### src/rtl/uart_tx_scheduler.sv
// Shares one UART transmitter among N_REQ byte sources with round-robin arbitration.
// Define SCHED_FIXED_PRIO_EN to use fixed priority instead (lowest index wins).
module uart_tx_scheduler #(
   parameter int WIDTH     = 8,
   parameter int N_REQ     = 4,
   parameter int ACCEPT_TO = 15
) (
   input  logic                     CLK,
   input  logic                     Reset,
   input  logic [N_REQ-1:0]         req,
   input  logic [N_REQ*WIDTH-1:0]   req_data,
   input  logic [N_REQ-1:0]         req_par_en,
   input  logic [N_REQ-1:0]         req_par_type,
   output logic [N_REQ-1:0]         ack,
   output logic [N_REQ-1:0]         nack,
   output logic [WIDTH-1:0]         tx_data,
   output logic                     tx_data_valid,
   output logic                     tx_par_en,
   output logic                     tx_par_type,
   input  logic                     tx_busy,
   input  logic                     tx_can_send,
   output logic [$clog2(N_REQ)-1:0] grant_id,
   output logic                     sched_busy
);

   localparam int ID_W  = $clog2(N_REQ);
   localparam int CNT_W = $clog2(ACCEPT_TO + 1);

   typedef enum logic [1:0] {IDLE, ISSUE, WAIT_ACC, WAIT_FREE} state_t;

   state_t           state_q, state_d;
   logic [ID_W-1:0]  grant_id_q, grant_id_d;
   logic [CNT_W-1:0] cnt_q, cnt_d;
   logic [WIDTH-1:0] tx_data_q, tx_data_d;
   logic             tx_par_en_q, tx_par_en_d;
   logic             tx_par_type_q, tx_par_type_d;
   logic             tx_data_valid_q, tx_data_valid_d;
   logic [N_REQ-1:0] ack_q, ack_d;
   logic [N_REQ-1:0] nack_q, nack_d;
   logic             sched_busy_q, sched_busy_d;

   logic [WIDTH-1:0] req_data_arr [N_REQ];
   logic             sel_valid;
   logic [ID_W-1:0]  sel_id;

   generate
      for (genvar gi = 0; gi < N_REQ; gi++) begin : g_unpack
         assign req_data_arr[gi] = req_data[gi*WIDTH +: WIDTH];
      end
   endgenerate

`ifdef SCHED_FIXED_PRIO_EN
   // Descending scan so the lowest set index is the last (winning) assignment.
   always_comb begin
      sel_valid = 1'b0;
      sel_id    = '0;
      for (int i = N_REQ - 1; i >= 0; i--) begin
         if (req[i]) begin
            sel_valid = 1'b1;
            sel_id    = ID_W'(i);
         end
      end
   end
`else
   logic [ID_W-1:0]    rr_ptr_q, rr_ptr_d;
   logic [2*N_REQ-1:0] req_dbl;
   logic [N_REQ-1:0]   req_rot;
   logic [ID_W:0]      sel_sum;

   // Rotate requests so bit 0 is the source just after the last grant.
   always_comb begin
      req_dbl   = {req, req};
      req_rot   = req_dbl[({1'b0, rr_ptr_q} + (ID_W+1)'(1)) +: N_REQ];
      sel_valid = 1'b0;
      sel_sum   = '0;
      for (int j = N_REQ - 1; j >= 0; j--) begin
         if (req_rot[j]) begin
            sel_valid = 1'b1;
            sel_sum   = {1'b0, rr_ptr_q} + (ID_W+1)'(1) + (ID_W+1)'(j);
         end
      end
      if (sel_sum >= (ID_W+1)'(N_REQ)) begin
         sel_sum = sel_sum - (ID_W+1)'(N_REQ);
      end
      sel_id = sel_sum[ID_W-1:0];
   end

   always_comb begin
      rr_ptr_d = rr_ptr_q;
      if (state_q == ISSUE && tx_can_send) begin
         rr_ptr_d = grant_id_q;
      end
   end

   always_ff @(posedge CLK) begin
      if (Reset) begin
         rr_ptr_q <= ID_W'(N_REQ - 1);
      end else begin
         rr_ptr_q <= rr_ptr_d;
      end
   end
`endif

   always_comb begin
      state_d         = state_q;
      grant_id_d      = grant_id_q;
      cnt_d           = cnt_q;
      tx_data_d       = tx_data_q;
      tx_par_en_d     = tx_par_en_q;
      tx_par_type_d   = tx_par_type_q;
      tx_data_valid_d = 1'b0;
      ack_d           = '0;
      nack_d          = '0;
      case (state_q)
         IDLE: begin
            if (sel_valid) begin
               state_d       = ISSUE;
               grant_id_d    = sel_id;
               tx_data_d     = req_data_arr[sel_id];
               tx_par_en_d   = req_par_en[sel_id];
               tx_par_type_d = req_par_type[sel_id];
            end
         end
         ISSUE: begin
            if (tx_can_send) begin
               tx_data_valid_d = 1'b1;
               ack_d           = N_REQ'(1) << grant_id_q;
               cnt_d           = '0;
               state_d         = WAIT_ACC;
            end
         end
         WAIT_ACC: begin
            // The earlier ack stands; nack only flags that the frame never started.
            if (tx_busy) begin
               state_d = WAIT_FREE;
            end else if (cnt_q == CNT_W'(ACCEPT_TO - 1)) begin
               nack_d  = N_REQ'(1) << grant_id_q;
               state_d = IDLE;
            end else begin
               cnt_d = cnt_q + CNT_W'(1);
            end
         end
         WAIT_FREE: begin
            if (tx_can_send) begin
               state_d = IDLE;
            end
         end
         default: state_d = IDLE;
      endcase
      sched_busy_d = (state_d != IDLE);
   end

   always_ff @(posedge CLK) begin
      if (Reset) begin
         state_q         <= IDLE;
         grant_id_q      <= '0;
         cnt_q           <= '0;
         tx_data_q       <= '0;
         tx_par_en_q     <= 1'b0;
         tx_par_type_q   <= 1'b0;
         tx_data_valid_q <= 1'b0;
         ack_q           <= '0;
         nack_q          <= '0;
         sched_busy_q    <= 1'b0;
      end else begin
         state_q         <= state_d;
         grant_id_q      <= grant_id_d;
         cnt_q           <= cnt_d;
         tx_data_q       <= tx_data_d;
         tx_par_en_q     <= tx_par_en_d;
         tx_par_type_q   <= tx_par_type_d;
         tx_data_valid_q <= tx_data_valid_d;
         ack_q           <= ack_d;
         nack_q          <= nack_d;
         sched_busy_q    <= sched_busy_d;
      end
   end

   assign ack           = ack_q;
   assign nack          = nack_q;
   assign tx_data       = tx_data_q;
   assign tx_data_valid = tx_data_valid_q;
   assign tx_par_en     = tx_par_en_q;
   assign tx_par_type   = tx_par_type_q;
   assign grant_id      = grant_id_q;
   assign sched_busy    = sched_busy_q;

endmodule

### config.mk
export PLATFORM = sky130hd
export DESIGN_NAME = uart_tx_scheduler
export DESIGN_NICKNAME = d
export VERILOG_FILES = /design/src/rtl/uart_tx_scheduler.sv
export SDC_FILE = /design/constraint.sdc
export NUM_CORES = 1
export LEC_CHECK = 0
export BUFFER_PORTS_ARGS = -buffer_cell sky130_fd_sc_hd__buf_2
export CAP_MARGIN = 20
export CORE_MARGIN = 2
export CORE_UTILIZATION = 50
export DETAILED_ROUTE_END_ITERATION = 8
export GPL_TIMING_DRIVEN = 0
export PLACE_DENSITY = 0.9
export SYNTH_ARGS = -nofsm -noshare
export SYNTH_HDL_FRONTEND = slang
export SYNTH_SLANG_ARGS = --single-unit
export TNS_END_PERCENT = 50
### constraint.sdc
create_clock -name CLK -period 3.25 [get_ports CLK]
set_input_delay 0.325 -clock CLK [delete_from_list [all_inputs] [get_ports CLK]]
set_output_delay 0.325 -clock CLK [all_outputs]
set_load 0.1 [all_outputs]
==> impl_metrics.sql, run 1 <==
INSERT INTO impl_metrics (metric_group, metric, value, unit) VALUES
('global_routing', 'maximum_number_of_pins_on_one_net_before_global_route_repair', '11', ''),
('synthesis', 'synth_area_per_cell', '9.07', 'um^2'),
('floorplan', 'chipHeight', '60.7', 'um'),
('sta', 'fin_crit', '1660', 'ps'),
('global_routing', 'global_route.usage.total', '0.215', ''),
('power_and_ir_drop', 'powerDensity', '522', 'nW/um^2'),
('sta', 'postLayoutSetupSlackWorst', '1590', 'ps'),
('global_routing', 'grt_overflow', '0', ''),
('clock_tree', 'cts.reportedPaths.clkPinSlew', '110', 'ps'),
('power_and_ir_drop', 'post-layout-total-power', '1.08', 'mW'),
('clock_tree', 'clock_insertion_delay_at_the_later_pin_of_the_skew_report', '330', 'ps'),
('floorplan', 'placeableCoreArea', '3050', 'um^2'),
('routing', 'route.detailed.drc', '0', ''),
('clock_tree', 'cts_made_buffers', '5', ''),
('clock_tree', 'tritoncts', 'done', ''),
('routing', 'antenna_violating_nets_post_route', '0', ''),
('layout', 'synthToLayoutAreaGrowth', '28.6', '%'),
('clock_tree', 'max_clock_buf_depth', '2', ''),
('sta', 'rsz0062_at_grt', 'no', ''),
('sta', 'timing_max_transition_violations_final', '0', ''),
('synthesis', 'synth_seq_area_share', '0.374', ''),
('layout', 'instances_no_fill', '297', ''),
('sta', 'layout_worst_path_cycle_share', '0.510', ''),
('synthesis', 'post_synth_inst_count', '177', ''),
('floorplan', 'io_pins', '70', ''),
('power_and_ir_drop', 'irDropWorstVdd', '264', 'uV'),
('routing', 'num_vias', '1593', ''),
('clock_tree', 'clock_sink_count', '30', ''),
('sta', 'setup_tns', '0', 'ps'),
('placement', 'detailed_place_hpwl', '2.84', 'mm'),
('synthesis', 'syn-num-nets', '227', ''),
('layout', 'finalNetCount', '302', ''),
('layout', 'fin_util', '0.676', ''),
('routing', 'routed_wire_length_per_instance', '12.9', 'um'),
('placement', 'placement.cell_area', '2000', 'um^2'),
('synthesis', 'synth.yosys.warnings', '0', ''),
('placement', 'count_of_placed_standard_cells_including_taps', '289', ''),
('status', 'run_status', 'completed', ''),
('sta', 'final.hold.worst_slack', '270', 'ps'),
('flow_run', 'max_cap_violations', '0', ''),
('power_and_ir_drop', 'leakage_power_summed_over_all_cells', '0.917', 'nW'),
('synthesis', 'synthDistinctLibCells', '37', ''),
('floorplan', 'floorplan.die_area', '3680', 'um^2'),
('sta', 'clock-skew-final', '11.4', 'ps'),
('clock_tree', 'holdBufCountCts', '0', ''),
('routing', 'dr.first_iter.drc_count', '58', ''),
('worst_hold_path', 'worstHoldPathType', 'in2reg', ''),
('placement', 'place_worst_setup_slack', '1460', 'ps'),
('sta', 'upper_clock_frequency_limit', '0.603', 'GHz'),
('synthesis', 'postSynthRegisterBits', '30', ''),
('worst_setup_path', 'worst_setup_path_start_kind', 'flip-flop', ''),
('clock_tree', 'cts.root.buffer_cell', 'sky130_fd_sc_hd__clkbuf_4', ''),
('worst_setup_path', 'worstPathMaxFanout', '10', ''),
('worst_setup_path', 'critical_path_required', '3490', 'ps'),
('global_routing', 'grt_pass1_vias', '1390', ''),
('synthesis', 'post_synth_instance_area', '1610', 'um^2'),
('layout', 'antenna_cells_inserted', '0', ''),
('floorplan', 'die_w', '60.7', 'um'),
('worst_setup_path', 'critical_path_arrival', '1900', 'ps'),
('worst_setup_path', 'setup.worst_path.class', 'reg2reg', ''),
('worst_setup_path', 'critPathCaptureType', 'flip-flop', ''),
('clock_tree', 'cts_setup_buffers', '0', ''),
('global_routing', 'grt_pass1_wl', '5.90', 'mm'),
('layout', 'fill_cells', '255', ''),
('sta', 'worst_slew_pin_slew', '686', 'ps'),
('placement', 'port_buffers', '68', ''),
('clock_tree', 'cts_resized', '0', ''),
('sta', 'timing_hold_violations_final', '0', ''),
('routing', 'first_drt_pass_iteration_count', '4', ''),
('routing', 'vias_per_cell', '5.36', ''),
('placement', 'gp_routability_congestion', '0.795', ''),
('layout', 'mostFrequentLayoutCells', 'sky130_fd_sc_hd__buf_2, sky130_fd_sc_hd__dfxtp_1, sky130_fd_sc_hd__nand2_1', ''),
('floorplan', 'rows', '20', ''),
('sta', 'setup-violations-final', '0', ''),
('routing', 'routed_wl', '3.84', 'mm'),
('floorplan', 'start_util', '0.526', ''),
('layout', 'mostFrequentLayoutCell', 'sky130_fd_sc_hd__buf_2', ''),
('sta', 'slew_headroom', '0.541', ''),
('clock_tree', 'clock_tree.htree_level_count', '2', ''),
('global_routing', 'antenna_found_initial', '0', ''),
('layout', 'finish.instance_area', '2060', 'um^2'),
('layout', 'final_layout_size_suffix_gt1_frac', '0.364', '');
layout make-up:
type | count | area (um^2) | area share
multi-input combinational | 136 | 933 | 0.452
clock buffer | 6 | 51.3 | 0.0248
inverter | 3 | 11.3 | 0.00545
buffer | 8 | 60.1 | 0.0291
sequential | 30 | 601 | 0.291
timing repair buffer | 68 | 340 | 0.165
clock inverter | 2 | 12.5 | 0.00606
tap | 44 | 55.1 | 0.0267
cells by family (layout without fill, tap and decap cells):
| group | Yosys count | in the layout | synth area share |
|---|---|---|---|
| fa+ha+maj | 2 | 2 | 0.0156 |
| mux | 10 | 10 | 0.0624 |
| xor+xnor | 2 | 2 | 0.0109 |
| simple gates | 72 | 72 | 0.260 |
| flops | 30 | 30 | 0.374 |
| compound gates | 50 | 50 | 0.232 |
| buf+inv | 11 | 87 | 0.0444 |
flip-flops by register name (all words and copies together), names as in the netlist:
signal	count
state_q	2
rr_ptr_q	2
grant_id	2
cnt_q	4
tx_par_en	1
tx_data	8
tx_data_valid	1
tx_par_type	1
ack	4
sched_busy	1
nack	4
synthesized netlist by cell type (all sizes together):
cell type,number,area share
xnor2,2,0.011
a211oi,3,0.030
ha,2,0.016
and4,10,0.055
buf,6,0.030
nand3,5,0.016
o21a,1,0.0055
a21oi,7,0.022
o21ai,14,0.044
nor2b,4,0.020
mux2i,10,0.062
nand2b,5,0.019
clkbuf,2,0.0070
o211ai,11,0.051
inv,3,0.0070
dfxtp,30,0.37
nor3,10,0.041
nand2,17,0.040
or3b,1,0.0070
a31oi,1,0.0039
o31a,10,0.055
and3b,1,0.0055
nor2,13,0.030
a21o,1,0.0047
nor4,1,0.0039
o22a,1,0.0062
nand3b,3,0.014
a211o,1,0.011
nand4,1,0.0039
nor3b,1,0.0047
worst max-delay path: stages (launching register included):
cell	delay (ps)
sky130_fd_sc_hd__dfxtp_1	470
sky130_fd_sc_hd__or3b_4	450
sky130_fd_sc_hd__a211oi_4	400
sky130_fd_sc_hd__o21ai_1	150
sky130_fd_sc_hd__o211ai_1	110
power breakdown:
| group | internal [mW] | total, mW | switching, mW |
|---|---|---|---|
| Clock | 0.104 | 0.239 | 0.135 |
| Sequential | 0.399 | 0.419 | 0.0204 |
| Combinational | 0.116 | 0.419 | 0.303 |
| Total | 0.619 | 1.08 | 0.459 |
final timing paths:
check	startpoint	to	slack [ps]	cells after the start
worst max-delay path	rr_ptr_q[1]$_SDFFE_PP1P_	tx_data[7]$_SDFFE_PP0P_	1590	4
worst min-delay path	Reset	cnt_q[3]$_SDFFE_PP0P_	270	2
worst max register to register	rr_ptr_q[1]$_SDFFE_PP1P_	tx_data[7]$_SDFFE_PP0P_	1590	4
worst min register to register	tx_data[4]$_SDFFE_PP0P_	tx_data[4]$_SDFFE_PP0P_	470	2
layer usage:
metal / global-route usage / up-vias / routed length (um) / part of all wire
li1: - / 812 / - / -
met1: 0.275 / 728 / 1720 / 0.45
met2: 0.346 / 46 / 1890 / 0.49
met3: 0.0448 / 7 / 174 / 0.045
met4: 0.106 / 0 / 57 / 0.015
met5: 0 / - / 0 / 0
Power figures use the tool's default switching activity.
==> run 2: changes to the inputs <==
--- a/config.mk
+++ b/config.mk
@@ -8,10 +8,10 @@
 export BUFFER_PORTS_ARGS = -buffer_cell sky130_fd_sc_hd__buf_2
 export CAP_MARGIN = 20
 export CORE_MARGIN = 2
-export CORE_UTILIZATION = 50
+export CORE_UTILIZATION = 42
 export DETAILED_ROUTE_END_ITERATION = 8
 export GPL_TIMING_DRIVEN = 0
-export PLACE_DENSITY = 0.9
+export PLACE_DENSITY = 0.81
 export SYNTH_ARGS = -nofsm -noshare
 export SYNTH_HDL_FRONTEND = slang
 export SYNTH_SLANG_ARGS = --single-unit
==> constraint.sdc (replaced) <==
create_clock -name CLK -period 1.4 [get_ports CLK]
set_input_delay 0.14 -clock CLK [delete_from_list [all_inputs] [get_ports CLK]]
set_output_delay 0.14 -clock CLK [all_outputs]
set_load 0.1 [all_outputs]
==> run 2 against run 1 <==
Net effect:
- the flow now finishes with violations (setup timing)
- fmax rose by 13%
- flip-flop and latch count stayed put
- via count rose by 2.8%
- worst setup slack got worse by 1700 ps
- clock power grew to 3.0 times the previous value
- critical path depth is 2 higher
- combinational power increased by 150%
- core utilization is 7.2 points lower
- clock skew shrank 5.4 ps
- count of clock-buffer cells in the layout is 1 higher
- global-route usage is 2.2 points lower
- largest power group is now combinational logic
==> impl_metrics.sql, run 2 (synthesis gave the netlist of run 1 again) <==
INSERT INTO impl_metrics (metric_group, metric, value, unit) VALUES
('clock_tree', 'cts.reportedPaths.clkPinSlew', '70', 'ps'),
('power_and_ir_drop', 'power_report.internal_total', '1.63', 'mW'),
('global_routing', 'global_route.usage.total', '0.194', ''),
('placement', 'gp_routability_congestion', '0.816', ''),
('routing', 'num_vias', '1637', ''),
('routing', 'route.detailed.drc', '0', ''),
('worst_setup_path', 'critical_path_required', '1560', 'ps'),
('global_routing', 'maximum_number_of_pins_on_one_net_before_global_route_repair', '11', ''),
('routing', 'routed_wl', '4.17', 'mm'),
('worst_setup_path', 'critPathMaxStageDelay', '370', 'ps'),
('layout', 'largest_register_ffs', '8', ''),
('status', 'violations', 'setup timing', ''),
('power_and_ir_drop', 'power.share.combinational', '0.379', ''),
('layout', 'antenna_cells_inserted', '0', ''),
('clock_tree', 'max_clock_buf_depth', '2', ''),
('power_and_ir_drop', 'sw_frac_of_total', '0.403', ''),
('layout', 'fin_util', '0.604', ''),
('floorplan', 'rows', '22', ''),
('power_and_ir_drop', 'p_clk_frac', '0.263', ''),
('power_and_ir_drop', 'powerDensity', '1230', 'nW/um^2'),
('layout', 'final_layout_size_suffix_gt1_frac', '0.426', ''),
('routing', 'vias_per_cell', '5.35', ''),
('layout', 'fill_cells', '330', ''),
('sta', 'timing_max_transition_violations_final', '0', ''),
('floorplan', 'start_util', '0.438', ''),
('power_and_ir_drop', 'post-layout-total-power', '2.73', 'mW'),
('routing', 'antenna_violating_nets_post_route', '0', ''),
('routing', 'routed_wire_length_per_instance', '13.6', 'um'),
('routing', 'dr.first_iter.drc_count', '108', ''),
('sta', 'slew_headroom', '0.627', ''),
('worst_setup_path', 'setup.worst_path.class', 'reg2reg', ''),
('global_routing', 'grt_pass1_wl', '6.41', 'mm'),
('sta', 'fin_crit', '1460', 'ps'),
('sta', 'clock-skew-final', '6.06', 'ps'),
('clock_tree', 'holdBufCountCts', '0', ''),
('clock_tree', 'clock_insertion_delay_at_the_later_pin_of_the_skew_report', '280', 'ps'),
('worst_setup_path', 'worstPathMaxFanout', '5', ''),
('floorplan', 'chipHeight', '65.8', 'um'),
('power_and_ir_drop', 'leakage_power_summed_over_all_cells', '0.976', 'nW'),
('worst_setup_path', 'critPathSlowestCell', 'sky130_fd_sc_hd__dfxtp_4', ''),
('routing', 'first_drt_pass_iteration_count', '4', ''),
('power_and_ir_drop', 'power.net_switching', '1.10', 'mW'),
('layout', 'finalNetCount', '307', ''),
('layout', 'synthToLayoutAreaGrowth', '37.8', '%'),
('global_routing', 'grt_pass1_vias', '1458', ''),
('layout', 'mostFrequentLayoutCell', 'sky130_fd_sc_hd__buf_2', ''),
('worst_setup_path', 'path_cells', 'nand2b_4 > a21oi_4 > nor3_4 > buf_6 > mux2i_1 > o211ai_1', ''),
('layout', 'storage_cell_area', '612', 'um^2'),
('power_and_ir_drop', 'p_seq_frac', '0.358', ''),
('floorplan', 'placeableCoreArea', '3660', 'um^2'),
('sta', 'postLayoutSetupSlackWorst', '-64.8', 'ps'),
('sta', 'timing_hold_violations_final', '0', ''),
('worst_hold_path', 'worstHoldPathType', 'in2reg', ''),
('sta', 'setup-violations-final', '10', ''),
('clock_tree', 'cts.root.buffer_cell', 'sky130_fd_sc_hd__clkbuf_8', ''),
('placement', 'port_buffers', '68', ''),
('layout', 'multiInputGateArea', '986', 'um^2'),
('layout', 'mostFrequentLayoutCells', 'sky130_fd_sc_hd__buf_2, sky130_fd_sc_hd__dfxtp_1, sky130_fd_sc_hd__nand2_1', ''),
('global_routing', 'grt_overflow', '0', ''),
('sta', 'worst_slew_pin_slew', '556', 'ps'),
('sta', 'upper_clock_frequency_limit', '0.683', 'GHz'),
('worst_setup_path', 'critPathCaptureType', 'flip-flop', ''),
('placement', 'detailed_place_hpwl', '2.93', 'mm'),
('floorplan', 'die_w', '65.8', 'um'),
('worst_setup_path', 'worst_setup_path_start_kind', 'flip-flop', ''),
('floorplan', 'floorplan.die_area', '4330', 'um^2'),
('sta', 'layout_worst_path_cycle_share', '1.05', ''),
('power_and_ir_drop', 'irDropWorstVdd', '663', 'uV'),
('clock_tree', 'cts_made_buffers', '5', ''),
('floorplan', 'io_pins', '70', ''),
('status', 'run_status', 'finished, violations left', ''),
('clock_tree', 'tritoncts', 'done', ''),
('worst_setup_path', 'critical_path_arrival', '1630', 'ps'),
('clock_tree', 'clock_tree.htree_level_count', '2', ''),
('flow_run', 'max_cap_violations', '0', ''),
('clock_tree', 'clock_sink_count', '30', ''),
('sta', 'rsz0062_at_grt', 'yes', ''),
('sta', 'final.hold.worst_slack', '154', 'ps'),
('global_routing', 'antenna_found_initial', '0', '');
==> run 2: cell types whose count changed in the layout (fill, tap and decap cells not counted), moves of 3 or more <==
cell                       change
sky130_fd_sc_hd__clkbuf_4      -5
sky130_fd_sc_hd__dfxtp_2       +3
sky130_fd_sc_hd__buf_4         +3
sky130_fd_sc_hd__buf_6         +3
sky130_fd_sc_hd__clkbuf_8      +5
sky130_fd_sc_hd__dfxtp_1       -5
==> run 2: worst max-delay path: cells and delay by family (launching register included) <==
kind	cells	cell delay [ps]
buffers and inverters	1	180
flip-flops	1	370
AND/OR/NAND/NOR	2	410
multiplexers	1	230
AO/OA/AOI/OAI	2	160
==> run 2: path summary, 6_finish.rpt <==
path,slack (ps),startpoint,depth (start not counted),end
setup / recovery,-60,rr_ptr_q[0]$_SDFFE_PP1P_,6,tx_data[5]$_SDFFE_PP0P_
hold / removal,150,Reset,2,ack[0]$_SDFF_PP0_
setup reg to reg,-60,rr_ptr_q[0]$_SDFFE_PP1P_,6,tx_data[5]$_SDFFE_PP0P_
hold reg to reg,470,tx_data[0]$_SDFFE_PP0P_,2,tx_data[0]$_SDFFE_PP0P_
==> run 2: stage by stage <==
stage / TNS, ps / setup WS, ps / std cells / area, um^2
2_1_floorplan: -27.1 / -16.7 / 177 / 1610
3_3_place_gp: -1860 / -192 / 293 / 2010
3_5_place_dp: -2410 / -226 / 293 / 2010
4_1_cts: -321 / -68.4 / 306 / 2190
5_1_grt: -1080 / -129 / 306 / 2210
6_report: -418 / -64.8 / 306 / 2210
==> run 2: power by group through the flow <==
stage	sequential (mW)	combinational [mW]	clock, mW
finish	0.979	1.03	0.717
global route	0.987	1.09	0.756
CTS	0.978	1.02	0.723
detailed placement	0.995	0.975	0
global placement	0.992	0.964	0
floorplan	1.43	0.343	0
==> run 2: layout make-up <==
class | instances | area share
multi-input combinational | 136 | 0.446
sequential | 30 | 0.277
timing repair buffer | 73 | 0.174
clock buffer | 7 | 0.0390
buffer | 8 | 0.0300
tap | 48 | 0.0271
inverter | 3 | 0.00509
clock inverter | 1 | 0.00226
==> run 2: layer usage <==
layer | part of all wire | up-vias | track usage
li1 | - | 818 | -
met1 | 0.43 | 756 | 0.243
met2 | 0.48 | 53 | 0.306
met3 | 0.061 | 10 | 0.0460
met4 | 0.023 | 0 | 0.102
met5 | 0 | - | 0
==> run 2: what timing repair did <==
action                     4_1_cts  5_1_grt
cloned                           1        0
buffers inserted                 4        0
gates resized for setup         13        7
setup endpoints to repair       14       16
pin swaps                        6        1
==> run 3: changes to the inputs <==
--- a/config.mk
+++ b/config.mk
@@ -7,6 +7,7 @@
 export LEC_CHECK = 0
 export BUFFER_PORTS_ARGS = -buffer_cell sky130_fd_sc_hd__buf_2
 export CAP_MARGIN = 20
+export CORE_ASPECT_RATIO = 0.75
 export CORE_MARGIN = 2
 export CORE_UTILIZATION = 42
 export DETAILED_ROUTE_END_ITERATION = 8
==> run 3 against run 2 <==
Net effect:
- the run still ends with setup timing left
- power increased by 3.8%
- clock power grew 5.4%
- wire length increased by 16%
- register-to-register slack got worse by 90 ps
- largest power group unchanged
==> impl_metrics.sql, run 3 (synthesis gave the netlist of run 1 again) <==
INSERT INTO impl_metrics (metric_group, metric, value, unit) VALUES
('sta', 'clock-skew-final', '4.76', 'ps'),
('floorplan', 'die_w', '75.4', 'um'),
('clock_tree', 'clock_tree.htree_level_count', '2', ''),
('sta', 'setup_tns', '-1150', 'ps'),
('power_and_ir_drop', 'power.net_switching', '1.17', 'mW'),
('sta', 'slew_headroom', '0.607', ''),
('clock_tree', 'clock_sink_count', '30', ''),
('routing', 'first_drt_pass_iteration_count', '4', ''),
('power_and_ir_drop', 'p_seq_frac', '0.345', ''),
('power_and_ir_drop', 'powerDensity', '1230', 'nW/um^2'),
('worst_setup_path', 'critPathCaptureType', 'flip-flop', ''),
('sta', 'setup-violations-final', '11', ''),
('clock_tree', 'cts_made_buffers', '5', ''),
('power_and_ir_drop', 'power.share.combinational', '0.388', ''),
('status', 'run_status', 'finished, violations left', ''),
('placement', 'gp_routability_congestion', '0.810', ''),
('worst_setup_path', 'critical_path_required', '1600', 'ps'),
('sta', 'upper_clock_frequency_limit', '0.644', 'GHz'),
('sta', 'timing_hold_violations_final', '0', ''),
('sta', 'rsz0062_at_grt', 'yes', ''),
('layout', 'synthToLayoutAreaGrowth', '43.2', '%'),
('power_and_ir_drop', 'irDropWorstVdd', '590', 'uV'),
('sta', 'worst_slew_pin_slew', '586', 'ps'),
('power_and_ir_drop', 'power_report.internal_total', '1.66', 'mW'),
('floorplan', 'placeableCoreArea', '3660', 'um^2'),
('flow_run', 'max_cap_violations', '0', ''),
('routing', 'route.detailed.drc', '0', ''),
('power_and_ir_drop', 'p_clk_frac', '0.267', ''),
('sta', 'postLayoutSetupSlackWorst', '-152', 'ps'),
('clock_tree', 'clock_insertion_delay_at_the_later_pin_of_the_skew_report', '290', 'ps'),
('power_and_ir_drop', 'leakage_power_summed_over_all_cells', '1.00', 'nW'),
('status', 'violations', 'setup timing', ''),
('placement', 'detailed_place_hpwl', '3.04', 'mm'),
('layout', 'mostFrequentLayoutCells', 'sky130_fd_sc_hd__buf_2, sky130_fd_sc_hd__dfxtp_1, sky130_fd_sc_hd__nand2_1', ''),
('layout', 'largest_register_ffs', '8', ''),
('clock_tree', 'cts.root.buffer_cell', 'sky130_fd_sc_hd__clkbuf_8', ''),
('worst_setup_path', 'setup.worst_path.class', 'reg2reg', ''),
('routing', 'num_vias', '1710', ''),
('global_routing', 'grt_pass1_wl', '7.18', 'mm'),
('worst_setup_path', 'worst_setup_path_start_kind', 'flip-flop', ''),
('sta', 'layout_worst_path_cycle_share', '1.11', ''),
('global_routing', 'grt_pass1_vias', '1555', ''),
('layout', 'finalNetCount', '311', ''),
('layout', 'antenna_cells_inserted', '0', ''),
('floorplan', 'floorplan.die_area', '4340', 'um^2'),
('worst_setup_path', 'worstPathMaxFanout', '7', ''),
('global_routing', 'maximum_number_of_pins_on_one_net_before_global_route_repair', '11', ''),
('layout', 'fill_cells', '326', ''),
('floorplan', 'rows', '19', ''),
('worst_setup_path', 'critical_path_arrival', '1760', 'ps'),
('global_routing', 'grt_overflow', '0', ''),
('floorplan', 'chipHeight', '57.5', 'um'),
('worst_hold_path', 'worstHoldPathType', 'in2reg', ''),
('layout', 'final_layout_size_suffix_gt1_frac', '0.458', ''),
('routing', 'routed_wire_length_per_instance', '15.3', 'um'),
('clock_tree', 'tritoncts', 'done', ''),
('sta', 'final.hold.worst_slack', '143', 'ps'),
('sta', 'timing_max_transition_violations_final', '0', ''),
('placement', 'port_buffers', '68', ''),
('power_and_ir_drop', 'sw_frac_of_total', '0.414', ''),
('global_routing', 'global_route.usage.total', '0.225', ''),
('routing', 'vias_per_cell', '5.45', ''),
('layout', 'mostFrequentLayoutCell', 'sky130_fd_sc_hd__buf_2', ''),
('routing', 'dr.first_iter.drc_count', '148', ''),
('clock_tree', 'holdBufCountCts', '0', ''),
('clock_tree', 'cts.reportedPaths.clkPinSlew', '70', 'ps'),
('global_routing', 'antenna_found_initial', '0', ''),
('floorplan', 'start_util', '0.438', ''),
('floorplan', 'io_pins', '70', ''),
('sta', 'fin_crit', '1550', 'ps'),
('clock_tree', 'max_clock_buf_depth', '2', ''),
('routing', 'antenna_violating_nets_post_route', '0', ''),
('routing', 'routed_wl', '4.82', 'mm');
==> run 3: cell types whose count changed in the layout (fill, tap and decap cells not counted), sizes merged <==
cell	change
clkbuf	-1
buf	+4
clkinvlp	+1
==> run 3: repair_timing <==
action,CTS,global route
endpoints found under the hold margin,0,0
endpoints found under the setup margin,15,17
pin swaps,12,4
cloned,3,0
setup buffers,6,0
resized for setup,21,13
==> run 3: worst paths after layout <==
path | start | endpoint | slack (ps) | depth (start not counted)
max | rr_ptr_q[1]$_SDFFE_PP1P_ | tx_data[6]$_SDFFE_PP0P_ | -150 | 5
min | Reset | cnt_q[3]$_SDFFE_PP0P_ | 140 | 2
max reg2reg | rr_ptr_q[1]$_SDFFE_PP1P_ | tx_data[6]$_SDFFE_PP0P_ | -150 | 5
min reg2reg | tx_data[5]$_SDFFE_PP0P_ | tx_data[5]$_SDFFE_PP0P_ | 470 | 2
==> run 3: cell type report <==
class / count / area (um^2) / area share
buffer: 8 / 72.6 / 0.0316
inverter: 3 / 11.3 / 0.00490
sequential: 30 / 612 / 0.266
timing repair buffer: 77 / 429 / 0.187
multi-input combinational: 136 / 1010 / 0.441
clock inverter: 2 / 12.5 / 0.00544
tap: 52 / 65.1 / 0.0283
clock buffer: 6 / 82.6 / 0.0359
==> run 3: routing by layer <==
layer / routed length (um) / GRT usage
met4: 89 / 0.0877
met1: 2140 / 0.290
met2: 2210 / 0.343
met5: 0 / 0
met3: 371 / 0.0813
==> run 3: through the flow <==
| step | total power [mW] | area [um^2] | util | std cells | setup WS (ps) |
|---|---|---|---|---|---|
| finish | 2.83 | 2300 | 0.628 | 314 | -152 |
| floorplan | 1.77 | 1610 | - | 177 | -16.7 |
| global placement | 1.96 | 2010 | 0.550 | 297 | -178 |
| detailed placement | 1.97 | 2010 | 0.550 | 297 | -266 |
| global route | 2.95 | 2300 | 0.628 | 314 | -202 |
| CTS | 2.82 | 2250 | 0.615 | 314 | -86.3 |
==> run 3: worst max-delay path, stage by stage (launching register included) <==
cell                       delay [ps]
sky130_fd_sc_hd__dfxtp_4          410
sky130_fd_sc_hd__or3b_4           410
sky130_fd_sc_hd__a211oi_4         300
sky130_fd_sc_hd__buf_6            180
sky130_fd_sc_hd__o21ai_2           60
sky130_fd_sc_hd__o211ai_1         100
==> run 3: power groups by stage <==
stage	Combinational [mW]	Clock (mW)	Sequential, mW
after floorplan	0.343	0	1.43
after global placement	0.964	0	0.992
after detailed placement	0.977	0	0.994
after CTS	1.07	0.770	0.978
after global routing	1.16	0.804	0.986
final	1.10	0.756	0.978
